[config.mk]
export PLATFORM = sky130hd
export DESIGN_NAME = control_unit
export DESIGN_NICKNAME = d
export VERILOG_FILES = /design/src/rtl/control_unit_pkg.sv /design/src/rtl/control_unit_op_decode.sv /design/src/rtl/control_unit.sv
export SDC_FILE = /design/constraint.sdc
export NUM_CORES = 1
export LEC_CHECK = 0
export ABC_AREA = 1
export CAP_MARGIN = 20
export CORE_MARGIN = 5
export CORE_UTILIZATION = 29
export CTS_CLUSTER_DIAMETER = 100
export DETAILED_ROUTE_END_ITERATION = 6
export PLACE_DENSITY = 0.77
export SLEW_MARGIN = 20
export SYNTH_ARGS = -nofsm -noshare
export SYNTH_HDL_FRONTEND = slang
export SYNTH_SLANG_ARGS = --single-unit
[constraint.sdc]
create_clock -name clk -period 1 [get_ports clk]
set_input_delay 0.1 -clock clk [delete_from_list [all_inputs] [get_ports clk]]
set_output_delay 0.1 -clock clk [all_outputs]
set_load 0.05 [all_outputs]
[src/rtl/control_unit_pkg.sv]
// Shared CPU definitions: opcodes, instruction classes, control states and the
// strobe bundle driven by the control unit.
package control_unit_pkg;

  localparam logic [4:0] OP_LD   = 5'b00000;
  localparam logic [4:0] OP_ST   = 5'b00010;
  localparam logic [4:0] OP_ADD  = 5'b00011;
  localparam logic [4:0] OP_SUB  = 5'b00100;
  localparam logic [4:0] OP_AND  = 5'b00101;
  localparam logic [4:0] OP_OR   = 5'b00110;
  localparam logic [4:0] OP_SHR  = 5'b00111;
  localparam logic [4:0] OP_SHL  = 5'b01000;
  localparam logic [4:0] OP_ADDI = 5'b01100;
  localparam logic [4:0] OP_ANDI = 5'b01101;
  localparam logic [4:0] OP_ORI  = 5'b01110;
  localparam logic [4:0] OP_MUL  = 5'b01111;
  localparam logic [4:0] OP_DIV  = 5'b10000;
  localparam logic [4:0] OP_HALT = 5'b11011;

  typedef enum logic [2:0] {
    CLS_NOP, CLS_RTYPE, CLS_ITYPE, CLS_LD, CLS_ST, CLS_MULDIV, CLS_HALT
  } instr_class_e;

  typedef enum logic [3:0] {
    S_T0, S_T1, S_T1_WAIT, S_T2, S_T3, S_T4, S_T5, S_T6, S_T7, S_HALTED
  } state_e;

  typedef struct packed {
    logic pc_out, mar_in, z_in, inc_pc, pc_in, read, mdr_in, mdr_out, ir_in;
    logic gra, grb, grc, rin, rout, ba_out, y_in, c_out;
    logic zlow_out, zhigh_out, hi_in, lo_in, write;
  } strobes_t;

endpackage

[src/rtl/control_unit_op_decode.sv]
// Combinational opcode decode: instruction class plus the ALU operation used in T4.
module op_decode
  import control_unit_pkg::*;
(
  input  logic [4:0]   opcode,
  output instr_class_e cls,
  output logic [4:0]   alu_op
);

  always_comb begin
    // NOTE: every output gets a default first so no path through the case infers a latch.
    cls    = CLS_NOP;
    alu_op = OP_ADD;
    case (opcode)
      OP_ADD, OP_SUB, OP_AND, OP_OR, OP_SHR, OP_SHL: begin
        cls    = CLS_RTYPE;
        alu_op = opcode;
      end
      OP_ADDI: cls = CLS_ITYPE;
      OP_ANDI: begin
        cls    = CLS_ITYPE;
        alu_op = OP_AND;
      end
      OP_ORI: begin
        cls    = CLS_ITYPE;
        alu_op = OP_OR;
      end
      OP_LD:   cls = CLS_LD;
      OP_ST:   cls = CLS_ST;
      OP_MUL, OP_DIV: begin
        cls    = CLS_MULDIV;
        alu_op = opcode;
      end
      OP_HALT: cls = CLS_HALT;
      default: ;
    endcase
  end

endmodule

[src/rtl/control_unit.sv]
// Moore control sequencer: fetch T0-T2, decode in T3, class-specific execute
// steps with memory wait states, and a HALTED state left only through clr.
module control_unit
  import control_unit_pkg::*;
(
  input  logic        clk,
  input  logic        clr,
  input  logic [31:0] IR_Data,
  input  logic        mem_rdy,
  output logic        PC_out, MAR_in, Z_in, IncPC, PC_in, Read, MDR_in, MDR_out, IR_in,
  output logic        Gra, Grb, Grc, Rin, Rout, BAout, Y_in, C_out,
  output logic        Zlow_out, Zhigh_out, HI_in, LO_in, Write,
  output logic [4:0]  alu_instruction,
  output logic        run
);

  state_e       state_q, state_d;
  instr_class_e cls;
  logic [4:0]   alu_op;
  strobes_t     strobes;
  logic [4:0]   alu_sel;
  logic         run_sel;
  logic         unused_ir_bits;

  assign unused_ir_bits = ^IR_Data[26:0];

  op_decode u_op_decode (
    .opcode (IR_Data[31:27]),
    .cls    (cls),
    .alu_op (alu_op)
  );

  always_ff @(posedge clk) begin
    // NOTE: state registers use non-blocking assignments so every flop samples pre-edge values.
    if (clr) state_q <= S_T0;
    else     state_q <= state_d;
  end

  always_comb begin
    state_d = state_q;
    case (state_q)
      S_T0:              state_d = S_T1;
      S_T1, S_T1_WAIT:   state_d = mem_rdy ? S_T2 : S_T1_WAIT;
      S_T2:              state_d = S_T3;
      S_T3: case (cls)
        CLS_NOP:  state_d = S_T0;
        CLS_HALT: state_d = S_HALTED;
        default:  state_d = S_T4;
      endcase
      S_T4:              state_d = S_T5;
      S_T5:              state_d = (cls == CLS_RTYPE || cls == CLS_ITYPE) ? S_T0 : S_T6;
      S_T6: case (cls)
        CLS_LD:  state_d = mem_rdy ? S_T7 : S_T6;
        CLS_ST:  state_d = S_T7;
        default: state_d = S_T0;
      endcase
      S_T7:              state_d = (cls == CLS_ST && !mem_rdy) ? S_T7 : S_T0;
      S_HALTED:          state_d = S_HALTED;
      default:           state_d = S_T0;
    endcase
  end

  // T1 only strobes PC_in on its first cycle; the wait copy keeps just the read path.
  always_comb begin
    strobes = '0;
    alu_sel = OP_ADD;
    run_sel = 1'b1;
    case (state_q)
      S_T0: begin
        strobes.pc_out = 1'b1; strobes.mar_in = 1'b1;
        strobes.inc_pc = 1'b1; strobes.z_in   = 1'b1;
      end
      S_T1: begin
        strobes.zlow_out = 1'b1; strobes.pc_in  = 1'b1;
        strobes.read     = 1'b1; strobes.mdr_in = 1'b1;
      end
      S_T1_WAIT: begin
        strobes.read = 1'b1; strobes.mdr_in = 1'b1;
      end
      S_T2: begin
        strobes.mdr_out = 1'b1; strobes.ir_in = 1'b1;
      end
      S_T3: case (cls)
        CLS_RTYPE, CLS_ITYPE: begin
          strobes.grb = 1'b1; strobes.rout = 1'b1; strobes.y_in = 1'b1;
        end
        CLS_LD, CLS_ST: begin
          strobes.grb    = 1'b1; strobes.rout = 1'b1;
          strobes.ba_out = 1'b1; strobes.y_in = 1'b1;
        end
        CLS_MULDIV: begin
          strobes.gra = 1'b1; strobes.rout = 1'b1; strobes.y_in = 1'b1;
        end
        default: ;
      endcase
      S_T4: begin
        alu_sel = alu_op;
        case (cls)
          CLS_RTYPE: begin
            strobes.grc = 1'b1; strobes.rout = 1'b1; strobes.z_in = 1'b1;
          end
          CLS_MULDIV: begin
            strobes.grb = 1'b1; strobes.rout = 1'b1; strobes.z_in = 1'b1;
          end
          default: begin
            strobes.c_out = 1'b1; strobes.z_in = 1'b1;
          end
        endcase
      end
      S_T5: begin
        strobes.zlow_out = 1'b1;
        case (cls)
          CLS_RTYPE, CLS_ITYPE: begin
            strobes.gra = 1'b1; strobes.rin = 1'b1;
          end
          CLS_MULDIV: strobes.lo_in  = 1'b1;
          default:    strobes.mar_in = 1'b1;
        endcase
      end
      S_T6: case (cls)
        CLS_LD: begin
          strobes.read = 1'b1; strobes.mdr_in = 1'b1;
        end
        CLS_ST: begin
          strobes.gra = 1'b1; strobes.rout = 1'b1; strobes.mdr_in = 1'b1;
        end
        default: begin
          strobes.zhigh_out = 1'b1; strobes.hi_in = 1'b1;
        end
      endcase
      S_T7: case (cls)
        CLS_LD: begin
          strobes.mdr_out = 1'b1; strobes.gra = 1'b1; strobes.rin = 1'b1;
        end
        default: strobes.write = 1'b1;
      endcase
      S_HALTED: run_sel = 1'b0;
      default: ;
    endcase
    // clr overrides everything, which also abandons any pending Read/Write.
    if (clr) begin
      strobes = '0;
      alu_sel = OP_ADD;
      run_sel = 1'b1;
    end
  end

  assign PC_out    = strobes.pc_out;
  assign MAR_in    = strobes.mar_in;
  assign Z_in      = strobes.z_in;
  assign IncPC     = strobes.inc_pc;
  assign PC_in     = strobes.pc_in;
  assign Read      = strobes.read;
  assign MDR_in    = strobes.mdr_in;
  assign MDR_out   = strobes.mdr_out;
  assign IR_in     = strobes.ir_in;
  assign Gra       = strobes.gra;
  assign Grb       = strobes.grb;
  assign Grc       = strobes.grc;
  assign Rin       = strobes.rin;
  assign Rout      = strobes.rout;
  assign BAout     = strobes.ba_out;
  assign Y_in      = strobes.y_in;
  assign C_out     = strobes.c_out;
  assign Zlow_out  = strobes.zlow_out;
  assign Zhigh_out = strobes.zhigh_out;
  assign HI_in     = strobes.hi_in;
  assign LO_in     = strobes.lo_in;
  assign Write     = strobes.write;
  assign alu_instruction = alu_sel;
  assign run       = run_sel;

endmodule
==> qor.txt <==
Initial Util - 0.302
sum of negative setup slack - -20.99 ns
unrepaired setup endpoints after global routing - true
drt pass-1 iters - 5
FMAX - 530 MHz
Worst slew margin - 0.758
mapped cell area - 747 sq um
CTS root buf - clkbuf_4
Top Ports - 63
Post-Syn Nets - 184
Cell variety after synth - 28
CTS HTree Levels - 1
core area - 2480 sq um
r2r startpoint - state_q[3]
Starting DRT DRC Count - 146
crit end category - output port
failing checks - setup timing
GP Congestion - 0.948
biggest regs - state_q x4
P_leak - 1.08 nW
#FFs+latches synth - 4
vias in the first global route - 1532
pwr/cell area - 1110 nW/um^2
Rows - 18
worst-path fanout max - 5
Final Max Slew Viols - 0
via count - 1692
Top reg by flops - state_q
reg2reg path depth - 10
GR Overflow Total - 0
Detailed Place HPWL - 2840 microns
Die Span X - 60.8 microns
post-synth top area share - 0.176
clock buffer depth - 2
Setup crit start - IR_Data[29]
Syn Area/Cell - 5.01 sq um
initial antenna violation count - 0
register area share after synthesis - 0.107
Worst EP arrival - 1.79 ns
max reg flops - 4
Die Y - 60.8 microns
final WL - 7000 microns
Num CTS Buffers - 3
FF-to-FF End - state_q[2]
skew final - 0.00841 ns
required time worst endpoint - 0.90 ns
global-route usage over all layers - 0.293
Setup Viol. Count Final - 32
Clk pin slew, worst setup/hold paths - 0.04 ns
max-capacitance violation count - 0
first-pass GRT wire length - 7890 microns
register cell area after layout - 95.1 sq um
leading cell types by total area after synthesis - nand2_1 (18%), inv_1 (16%), nor2_1 (12%)
largest net degree at the start of global routing - 7
min-delay worst type - in -> reg
Filler cells - 52
Vias/cell - 6.20
Setup crit start kind - input port
setup slack, reg-to-reg - -0.57 ns
WS Path Type - in -> out
Worst IR Drop VDD - 0.00148 V
worst setup slack after layout - -0.886 ns
Total Power - 2.66 mW
minimum clock period after layout - 1.89 ns
crit path capture - Gra
Synth Warn # - 0
Least-Margin Pin Slew - 0.364 ns
Tcrit/Tclk final - 1.89
DIE AREA - 3690 sq um
wire length per cell - 25.6 microns
Residual DRC - 0
port bufs - 35
clk_lat worst skew - 0.24 ns
TritonCTS clock tree - built
Area Overhead vs Synth - 219%
Final Hold Viols - 0
multi-input logic area - 931 sq um
Post-Synthesis Cells - 149
share of layout cells above drive strength 1 - 0.765
Antenna Violating Nets Remaining - 0
clock sink total - 4
outcome - finished, violations left
Final nets - 280
Antenna Cells - 0
post-synth top area cell - nand2_1
[worst max-delay path: stages]
cell             delay [ns]
clkdlybuf4s15_2        0.25
nor2_2                 0.25
nand2_1                0.14
inv_2                  0.15
nand2_1                0.17
nor2_2                 0.23
a21oi_1                0.09
nand3_2                0.09
nand2_2                0.07
clkinvlp_4             0.10
buf_8                  0.14
[cell usage in the layout (no fill, tap or decap), types with 2 or more instances in the layout]
| master | netlist | layout |
|---|---|---|
| buf_8 | 0 | 3 |
| nand3_2 | 0 | 5 |
| a21oi_1 | 6 | 3 |
| inv_4 | 0 | 2 |
| buf_4 | 2 | 41 |
| o21ai_1 | 1 | 2 |
| clkbuf_4 | 0 | 3 |
| nor3_4 | 0 | 4 |
| nor2_2 | 3 | 7 |
| dfxtp_4 | 0 | 4 |
| o21ai_2 | 1 | 2 |
| a21oi_4 | 0 | 3 |
| clkinvlp_4 | 0 | 4 |
| o21ai_4 | 0 | 2 |
| buf_12 | 0 | 25 |
| nand2_1 | 35 | 17 |
| nor2_1 | 23 | 7 |
| clkdlybuf4s15_1 | 0 | 2 |
| clkdlybuf4s15_2 | 0 | 2 |
| inv_2 | 3 | 13 |
| nand2_4 | 1 | 10 |
| nand2_2 | 4 | 12 |
| inv_1 | 31 | 14 |
| buf_6 | 0 | 18 |
| nand3_1 | 9 | 4 |
| nor2_4 | 1 | 13 |
| nand4_1 | 3 | 3 |
[Yosys cell counts]
cell type and number:
o21ai_0 5, o31ai_1 1, nand4_1 3, nand3_1 9, o21ai_1 1, buf_4 2
clkbuf_1 2, nand2_1 35, a22oi_1 1, inv_1 31, nor4_1 1, nor3b_1 1
nor2_1 23, a21oi_1 6, nand2_2 4, dfxtp_1 4, nor3_2 1, o211ai_1 1
o22ai_1 1, nor2_2 3, a21oi_2 1, o21ai_2 1, inv_2 3, nor2_4 1
nand2_4 1, and3_1 1, nor3_1 4, a31oi_1 2
[per-stage QoR]
| step | setup WS [ns] | instance area [sq um] | instances | hold WS [ns] | utilization |
|---|---|---|---|---|---|
| after global routing | -0.885 | 2390 | 273 | 0.515 | 0.963 |
| after floorplan | -0.463 | 943 | 149 | 0.289 | - |
| final | -0.886 | 2390 | 273 | 0.514 | 0.963 |
| after global placement | -0.822 | 1870 | 254 | 0.722 | 0.755 |
| after detailed placement | -0.907 | 1870 | 254 | 0.736 | 0.755 |
| after CTS | -0.585 | 2150 | 266 | 0.410 | 0.869 |
[final cells by class]
type | count | share of cell area
clock buffer | 3 | 0.00944
inverter | 34 | 0.0640
multi-input combinational | 107 | 0.390
timing repair buffer | 95 | 0.481
sequential | 4 | 0.0399
tap | 30 | 0.0157
[report_power, final]
part	switching (mW)	total [mW]	leakage, nW	internal, mW
clock	0.0744	0.209	0.0138	0.135
combinational	1.25	2.17	1.03	0.918
sequential	0.0825	0.285	0.0356	0.203
total	1.40	2.66	1.08	1.26
[worst min path at each step]
stage,startpoint,endpoint,slack (ns),cells after the start
after floorplan,IR_Data[31],state_q[3],0.29,2
after global placement,state_q[2],state_q[3],0.72,4
after detailed placement,state_q[2],state_q[3],0.74,4
after CTS,IR_Data[29],state_q[3],0.41,4
after global routing,IR_Data[29],state_q[3],0.51,4
final,IR_Data[29],state_q[3],0.51,4
[logic make-up (layout without fill, tap and decap cells)]
kind of cell	count (synthesis)	after routing	synth area share
buffers and inverters	38	132	0.201
flip-flops	4	4	0.107
AO/OA/AOI/OAI	20	20	0.159
AND/OR/NAND/NOR	87	87	0.533
[metal layers]
metal | track usage | vias up | wire length (microns)
li1 | - | 660 | -
met2 | 0.533 | 199 | 3280
met3 | 0.0468 | 78 | 711
met1 | 0.328 | 755 | 2270
met5 | 0 | - | 0
met4 | 0.146 | 0 | 742
[repair_timing]
item | in CTS | in global routing
hold buffers | 0 | 0
endpoints found under the setup margin | 32 | 32
pin swaps | 24 | 21
resized for setup | 67 | 53
buffers inserted | 10 | 11
No activity file was read; power rests on OpenSTA's default activity.
